$ cat src/rtl/pc_stack_if.sv
// rtl/pc_stack_if.sv - control/target bundle and PC/stack status for pc_stack
interface pc_stack_if #(
    parameter int WIDTH = 16,
    parameter int DEPTH = 8
);
    localparam int SPW = $clog2(DEPTH + 1);

    logic [WIDTH-1:0] in;
    logic             load;
    logic             rel;
    logic             inc;
    logic             call;
    logic             ret;
    logic             stall;
    logic             clr_err;
    logic [WIDTH-1:0] out;
    logic [SPW-1:0]   sp;
    logic             empty;
    logic             full;
    logic             overflow;
    logic             underflow;

    modport master (
        output in, load, rel, inc, call, ret, stall, clr_err,
        input  out, sp, empty, full, overflow, underflow
    );

    modport slave (
        input  in, load, rel, inc, call, ret, stall, clr_err,
        output out, sp, empty, full, overflow, underflow
    );
endinterface

$ cat src/rtl/pc_stack.sv
// rtl/pc_stack.sv - program counter with return-address stack and sticky stack-error flags
module pc_stack #(
    parameter int               WIDTH     = 16,
    parameter int               DEPTH     = 8,
    parameter logic [WIDTH-1:0] RESET_VEC = '0,
    localparam int              SPW       = $clog2(DEPTH + 1)
) (
    input  logic        clock,
    input  logic        reset,
    pc_stack_if.slave   bus
);
    localparam int             AW      = (DEPTH > 1) ? $clog2(DEPTH) : 1;
    localparam logic [SPW-1:0] FULL_SP = SPW'(DEPTH);

    logic [WIDTH-1:0] pc_q;
    logic [SPW-1:0]   sp_q;
    logic             ovf_q;
    logic             unf_q;
    logic [WIDTH-1:0] stack_mem [DEPTH];

    logic             is_empty;
    logic             is_full;
    logic             act_ret;
    logic             act_call;
    logic             push;
    logic             set_ovf;
    logic             set_unf;
    logic [AW-1:0]    wr_idx;
    logic [AW-1:0]    rd_idx;
    logic [WIDTH-1:0] ret_addr;

    assign is_empty = (sp_q == '0);
    assign is_full  = (sp_q == FULL_SP);

    // ret outranks call, so a simultaneous call is simply ignored.
    assign act_ret  = ~bus.stall & bus.ret;
    assign act_call = ~bus.stall & ~bus.ret & bus.call;
    assign push     = act_call & ~is_full;
    assign set_ovf  = act_call & is_full;
    assign set_unf  = act_ret & is_empty;

    assign wr_idx   = AW'(sp_q);
    assign rd_idx   = AW'(sp_q - 1'b1);
    assign ret_addr = stack_mem[rd_idx];

    always_ff @(posedge clock or negedge reset) begin
        if (!reset) begin
            pc_q  <= RESET_VEC;
            sp_q  <= '0;
            ovf_q <= 1'b0;
            unf_q <= 1'b0;
        end else if (!bus.stall) begin
            if (bus.ret) begin
                if (!is_empty) begin
                    pc_q <= ret_addr;
                    sp_q <= sp_q - 1'b1;
                end
            end else if (bus.call) begin
                if (!is_full) begin
                    pc_q <= bus.in;
                    sp_q <= sp_q + 1'b1;
                end
            end else if (bus.load) begin
                pc_q <= bus.in;
            end else if (bus.rel) begin
                pc_q <= pc_q + bus.in;
            end else if (bus.inc) begin
                pc_q <= pc_q + 1'b1;
            end
            // A flag raised on the same edge as clr_err stays set.
            ovf_q <= (ovf_q & ~bus.clr_err) | set_ovf;
            unf_q <= (unf_q & ~bus.clr_err) | set_unf;
        end
    end

    // Stack storage is never reset; only entries below sp are meaningful.
    always_ff @(posedge clock) begin
        if (reset && push) begin
            stack_mem[wr_idx] <= pc_q + 1'b1;
        end
    end

    assign bus.out       = pc_q;
    assign bus.sp        = sp_q;
    assign bus.empty     = is_empty;
    assign bus.full      = is_full;
    assign bus.overflow  = ovf_q;
    assign bus.underflow = unf_q;
endmodule

$ cat src/flat_wrapper.sv
// flat-port wrapper written by rule: the top's interface ports become plain ports
module pc_stack_flat 
#(
    parameter int               WIDTH     = 16,
    parameter int               DEPTH     = 8,
    parameter logic [WIDTH-1:0] RESET_VEC = '0,
    localparam int              SPW       = $clog2(DEPTH + 1)
)
  (clock, reset, bus_in, bus_load, bus_rel, bus_inc, bus_call, bus_ret, bus_stall, bus_clr_err, bus_out, bus_sp, bus_empty, bus_full, bus_overflow, bus_underflow);
  pc_stack_if #(.WIDTH(WIDTH), .DEPTH(DEPTH)) bus_i ();
  input  logic clock;
  input  logic reset;
  input wire logic [$bits(bus_i.in)-1:0] bus_in;
  input wire logic [$bits(bus_i.load)-1:0] bus_load;
  input wire logic [$bits(bus_i.rel)-1:0] bus_rel;
  input wire logic [$bits(bus_i.inc)-1:0] bus_inc;
  input wire logic [$bits(bus_i.call)-1:0] bus_call;
  input wire logic [$bits(bus_i.ret)-1:0] bus_ret;
  input wire logic [$bits(bus_i.stall)-1:0] bus_stall;
  input wire logic [$bits(bus_i.clr_err)-1:0] bus_clr_err;
  output wire logic [$bits(bus_i.out)-1:0] bus_out;
  output wire logic [$bits(bus_i.sp)-1:0] bus_sp;
  output wire logic [$bits(bus_i.empty)-1:0] bus_empty;
  output wire logic [$bits(bus_i.full)-1:0] bus_full;
  output wire logic [$bits(bus_i.overflow)-1:0] bus_overflow;
  output wire logic [$bits(bus_i.underflow)-1:0] bus_underflow;
  assign bus_i.in = bus_in;
  assign bus_i.load = bus_load;
  assign bus_i.rel = bus_rel;
  assign bus_i.inc = bus_inc;
  assign bus_i.call = bus_call;
  assign bus_i.ret = bus_ret;
  assign bus_i.stall = bus_stall;
  assign bus_i.clr_err = bus_clr_err;
  assign bus_out = bus_i.out;
  assign bus_sp = bus_i.sp;
  assign bus_empty = bus_i.empty;
  assign bus_full = bus_i.full;
  assign bus_overflow = bus_i.overflow;
  assign bus_underflow = bus_i.underflow;
  pc_stack #(.WIDTH(WIDTH), .DEPTH(DEPTH), .RESET_VEC(RESET_VEC)) u_core (.clock(clock), .reset(reset), .bus(bus_i));
endmodule
$ cat config.mk
export PLATFORM = sky130hd
export DESIGN_NAME = pc_stack_flat
export DESIGN_NICKNAME = d
export VERILOG_FILES = /design/src/rtl/pc_stack_if.sv /design/src/rtl/pc_stack.sv /design/src/flat_wrapper.sv
export SDC_FILE = /design/constraint.sdc
export NUM_CORES = 1
export LEC_CHECK = 0
export ABC_AREA = 1
export ABC_CLOCK_PERIOD_IN_PS = 3210
export BUFFER_PORTS_ARGS = -buffer_cell sky130_fd_sc_hd__buf_2
export CORE_MARGIN = 10
export CORE_UTILIZATION = 55
export DETAILED_ROUTE_END_ITERATION = 10
export GPL_ROUTABILITY_DRIVEN = 1
export PLACE_DENSITY = 0.82
export SKIP_LAST_GASP = 1
export SLEW_MARGIN = 40
export SYNTH_ARGS = -nofsm -noshare
export SYNTH_HDL_FRONTEND = slang
export SYNTH_SLANG_ARGS = --single-unit
$ cat constraint.sdc
create_clock -name clock -period 3.21 [get_ports clock]
set_clock_uncertainty 0.2 [all_clocks]
set_input_delay 0.1605 -clock clock [delete_from_list [all_inputs] [get_ports clock]]
set_output_delay 0.1605 -clock clock [all_outputs]
set_load 0.05 [all_outputs]
== After elaboration in Yosys (flattened, before gate mapping) ==
Memories as Yosys holds them, arrays and structs flattened.
Cells that the tools add are included.

* Flip-flop bits (word level): 22
* Memory bits (writable): 128
* Input port bits: 25
* Output and inout port bits: 24
* Logic and storage cells: 46
* Memories: 1

{| class="wikitable"
|+ Memory list
! name !! words !! bits a word !! rd ports !! clocked after Yosys merged registers in !! wr ports !! RTL line !! RTL
|-
| u_core.stack_mem || 8 || 16 || 1 || 0 || 1 || pc_stack.sv:19 || <nowiki>logic [WIDTH-1:0] stack_mem [DEPTH];</nowiki>
|}

* $add $sub $neg: 4
* Equal/unequal tests: 4
* Muxes and demuxes: 13
* Bitwise operators: 14
* Reductions and logical operators: 6

{| class="wikitable"
|+ Operator list
! kind !! number
|-
| $mux W16 || 7
|-
| $add A16 B1 Y16 const B || 1
|-
| $add A16 B16 Y16 || 1
|-
| $mux W4 || 4
|-
| $and A1 B1 Y1 || 8
|-
| $reduce_and A4 Y1 || 2
|-
| $reduce_bool A5 Y1 || 1
|-
| $add A4 B1 Y4 const B || 1
|-
| $eq A4 B4 Y1 const B || 1
|-
| $logic_not A4 Y1 || 1
|-
| $ne A2 B2 Y1 const B || 2
|-
| $not A1 Y1 || 4
|-
| $sub A4 B1 Y4 const B || 1
|-
| $ne A3 B3 Y1 const B || 1
|-
| $mux W1 || 2
|-
| $or A1 B1 Y1 || 2
|-
| $reduce_bool A2 Y1 || 1
|-
| $logic_and A1 B1 Y1 || 1
|}

== Logic depth before layout (Yosys ltp) ==
* Word-level depth: 7
* Gate-level depth with buffers: 15
* Gate-level depth less buffers: 15

== Least setup slack after synthesis ==
OpenSTA, ideal clock, no wires.

* Kind: register to register
* Start: register u_core.sp_q[0], in the netlist u_core.bus.sp[0]
* End: memory u_core.stack_mem[0][0] (enable)
* Library setup time: 0.409 ns
* Arrival: 3.181 ns
* Data required time: 2.601 ns
* Slack: -0.580 ns
* Stages on the path, launching flop included: 10
* Buffers on the path: 2
* Period minus slack after synthesis: 3.790 ns
* Cell sequence: dfrtp_1 > inv_1 > buf_2 > buf_2 > ha_1 > nand2_4 > nor2_2 > nor4_1 > nand2_1 > nor3_1

* Cells in the longest elaborated chain, start to end: 6

{| class="wikitable"
|+ RTL lines
! what !! RTL line !! RTL
|-
| from (decl) || pc_stack.sv:16 || <nowiki>logic [SPW-1:0] sp_q;</nowiki>
|-
| from (signal assigned) || pc_stack.sv:56 || <nowiki>sp_q <= sp_q - 1'b1;</nowiki>
|-
| from (signal assigned) || pc_stack.sv:61 || <nowiki>sp_q <= sp_q + 1'b1;</nowiki>
|-
| $eq A4 B4 Y1 || pc_stack.sv:33 || <nowiki>assign is_full = (sp_q == FULL_SP);</nowiki>
|-
| named net bus_full || flat_wrapper.sv:24 || <nowiki>output wire logic [$bits(bus_i.full)-1:0] bus_full;</nowiki>
|-
| $not A1 Y1 || pc_stack.sv:38 || <nowiki>assign push = act_call & ~is_full;</nowiki>
|-
| $and A1 B1 Y1 || pc_stack.sv:38 ||
|-
| $logic_and A1 B1 Y1 || pc_stack.sv:78 || <nowiki>if (reset && push) begin</nowiki>
|-
| $mux W1 || pc_stack.sv:78 ||
|-
| $mux W1 (not written as such) || pc_stack.sv:79 || <nowiki>stack_mem[wr_idx] <= pc_q + 1'b1;</nowiki>
|-
| to (decl) || pc_stack.sv:19 ||
|}

The timed path passes the listed nets, and every way through them passes these cells.

== Worst setup path after layout ==
* Start: register u_core.sp_q[1], in the netlist u_core.bus.sp[1]
* End: memory u_core.stack_mem[6][13] (enable)

* Cells in the longest elaborated chain, start to end: 6

{| class="wikitable"
|+ RTL lines
! what !! RTL line
|-
| $eq A4 B4 Y1 || pc_stack.sv:33
|-
| $not A1 Y1 || pc_stack.sv:38
|-
| $and A1 B1 Y1 || pc_stack.sv:38
|-
| $logic_and A1 B1 Y1 || pc_stack.sv:78
|-
| $mux W1 || pc_stack.sv:78
|-
| $mux W1 (not written as such) || pc_stack.sv:79
|}

Parallel ways exist; a longest one is shown, timed or not.

==> results.md <==
- WP data arrival: 2.81 ns
- Crit path launch type: register
- Final wirelength: 18900 µm
- Register area share after synthesis: 58.2%
- Post-Synthesis Cells: 779
- # Max-Cap Violations: 0
- Number of distinct library cells after synthesis: 41
- Fin. max-slew vios: 0
- Clk Latency, worst-skew pair: 0.41 ns
- Endpoint class of the critical path: register
- Worst Path Required: 3.12 ns
- Initial antenna violation count: 0
- Vias in the first global route: 5781
- Fin util: 66.5%
- Ys async rst share: 14.7%
- Most frequent cell after synthesis: nand2_1
- Port bufs: 48
- Starting density of the core: 56.6%
- Tightest Pin Transition: 0.730 ns
- Ratio of cells with drive above 1 in the final layout: 14.2%
- Hold-fix buffers, CTS: 20
- Flop-to-flop setup slack: 0.30 ns
- RSZ-0062 raised after global routing: no
- Worst Hold Class: in2reg
- FF-to-FF Start: u_core.bus.sp[1]$_DFFE_PN0P_
- H-tree levels: 4
- P_leak: 3.58 nW
- Max IR drop VDD: 0.000628 V
- #FFs+latches synth: 150
- Largest net degree at the start of global routing: 69
- Met3 usage: 4.30%
- Met2 Usage GRT: 34.3%
- Combinational share of power: 46.5%
- Ports: 49
- Chip Width: 137 µm
- Status: complete, no violations
- Non-Filler Instances: 1044
- Die area: 18800 µm²
- Final hold vios: 0
- Syn. warnings: 0
- Core area: 13300 µm²
- Final ANT Viol Nets: 0
- Die height: 137 µm
- Flop pwr share: 30.6%
- GPL Wtd Cong: 0.982
- WHS Path Cells: 3
- Drt wl/cell: 18.1 µm
- CTS Buf Count: 17
- Top fanout value on the critical path: 12
- Setup-failing EPs final: 0
- Clock root cell: clkbuf_16
- Avg Inst Size Synth: 9.69 µm²
- Met1 usage: 26.7%
- Syn_nets: 823
- Top area cells in the synthesized netlist: edfxtp_1 51%, dfrtp_1 7.3%, nand2_1 7.3%, nor2_1 5.4%, o21ai_0 5.3%
- Reg2reg end: u_core.stack_mem[6][13]$_DFFE_PP_
- # fillers: 1023
- Post-CTS Setup Inserts: 0
- CTS max path bufs: 2
- Routed vias/inst: 5.78
- Clock power frac: 23.0%
- Most used routing layer in global routing: met2
- Top cells by count, synth: 146 x nand2_1, 128 x edfxtp_1, 109 x nor2_1, 80 x o21ai_0, 59 x inv_1
- Pint: 5.33 mW
- Power Total: 9.46 mW
- Max frequency: 0.344 GHz
- First-pass GRT wire length: 30200 µm
- Setup slack after layout: 0.305 ns
- Hold EP: u_core.bus.out[1]$_DFFE_PN0P_
- Total GRT Usage: 20.7%
- Rows: 42
- Post-Syn Area: 7550 µm²
- Post-Place Setup Slack: 0.375 ns
- Final period utilization: 90.5%
- Post_cts resized: 0
- CTS tree: done
- Post-synth top area share: 50.9%
- Hold path start: bus_in[1]
- Rel. slew slack: 51.2%
- Switching Fraction: 43.7%
- Dpl cells: 992
- Synthesis-to-layout area growth: 17.6%
- Minimum clock period: 2.91 ns
- R2R cell count: 8
- Fin nets: 899
- Routed vias: 6033
- Total grt overflow: 0
- Cell taking the most area after synthesis: edfxtp_1
- Detailed Place HPWL: 12500 µm
- Sw Pwr: 4.13 mW
- Starting DRC count in detailed routing: 793
- CP Class: reg2reg
- Cell Pwr Density: 1070 nW/µm²
- Synth Flop Type: edfxtp_1
- CTS sink cnt: 150
- DRT Pass-1 Iters: 5
- N_diodes: 0
- Hold WS: 0.0393 ns
- Post-synth EDFFs: 128
- Post-route DRC: 0
- Worst-path clk slew: 0.06 ns
[cells by family after synthesis]
family	count (synthesis)	synth area share, %
buf+inv	96	5.38
flops	150	58.2
fa+ha+maj	19	3.25
compound gates	164	12.6
xor+xnor	16	1.86
simple gates	334	18.8
[state kept, by name, indices dropped and copies added (netlist names)]
name                  cells
u_core.bus.sp             4
u_core.stack_mem        128
u_core.bus.overflow       1
u_core.bus.underflow      1
u_core.bus.out           16
[final cells by class]
class | instances | area [µm²] | share of cell area (%)
clock buffer | 20 | 447 | 5.03
clock inverter | 12 | 200 | 2.25
inverter | 63 | 241 | 2.72
multi-input combinational | 533 | 2770 | 31.2
sequential | 150 | 4400 | 49.5
tap | 176 | 220 | 2.48
timing repair buffer | 90 | 606 | 6.82
[cells in the final DEF (no fill, tap or decap), types with 22 or more instances in the layout]
master    synthesis  routed
nor2_1          109     109
buf_2             9      48
nand2_1         146     146
edfxtp_1        128     128
a21oi_1          25      25
inv_1            59      58
buf_4             2      22
o22ai_1          32      32
nand3_1          41      41
o21ai_0          80      80
[metal layers]
metal	share of wire, %	routed length, µm
met5	0	0
met4	1.7	328
met3	7.4	1400
met2	50	9490
met1	40	7640
[worst max-delay path by stage]
stage          slack, ns                                end  cells past startpoint                    startpoint
3_5_place_dp        0.38   u_core.stack_mem[6][1]$_DFFE_PP_                      8  u_core.bus.sp[1]$_DFFE_PN0P_
3_3_place_gp        0.55   u_core.stack_mem[6][0]$_DFFE_PP_                      8  u_core.bus.sp[1]$_DFFE_PN0P_
2_1_floorplan      -0.16   u_core.stack_mem[2][0]$_DFFE_PP_                      9  u_core.bus.sp[0]$_DFFE_PN0P_
4_1_cts             0.34  u_core.stack_mem[6][13]$_DFFE_PP_                      8  u_core.bus.sp[1]$_DFFE_PN0P_
6_report            0.30  u_core.stack_mem[6][13]$_DFFE_PP_                      8  u_core.bus.sp[1]$_DFFE_PN0P_
5_1_grt             0.18  u_core.stack_mem[6][11]$_DFFE_PP_                      8  u_core.bus.sp[1]$_DFFE_PN0P_
[critical path, stage by stage, from the launching register on]
cell and delay (ns):
dfrtp_1 0.60, inv_1 0.12, ha_1 0.26, nand2_4 0.10
nor2_2 0.04, nor4_1 0.31, nand2_1 0.23, nor2_1 0.43
buf_4 0.31
[power groups by stage]
| stage | Sequential (mW) | Clock (mW) | Combinational (mW) |
|---|---|---|---|
| global placement | 2.92 | 0 | 4.22 |
| CTS | 2.89 | 2.18 | 4.38 |
| floorplan | 3.30 | 0 | 2.68 |
| finish | 2.89 | 2.17 | 4.40 |
| global route | 2.92 | 2.28 | 4.85 |
| detailed placement | 2.93 | 0 | 4.31 |
[metrics by stage]
stage	instance area (µm²)	TNS, ns
finish	8880	0
global route	8880	0
CTS	8880	0
detailed placement	8030	0
global placement	8030	0
floorplan	7570	-17.36
No activity file was read; power rests on OpenSTA's default activity.
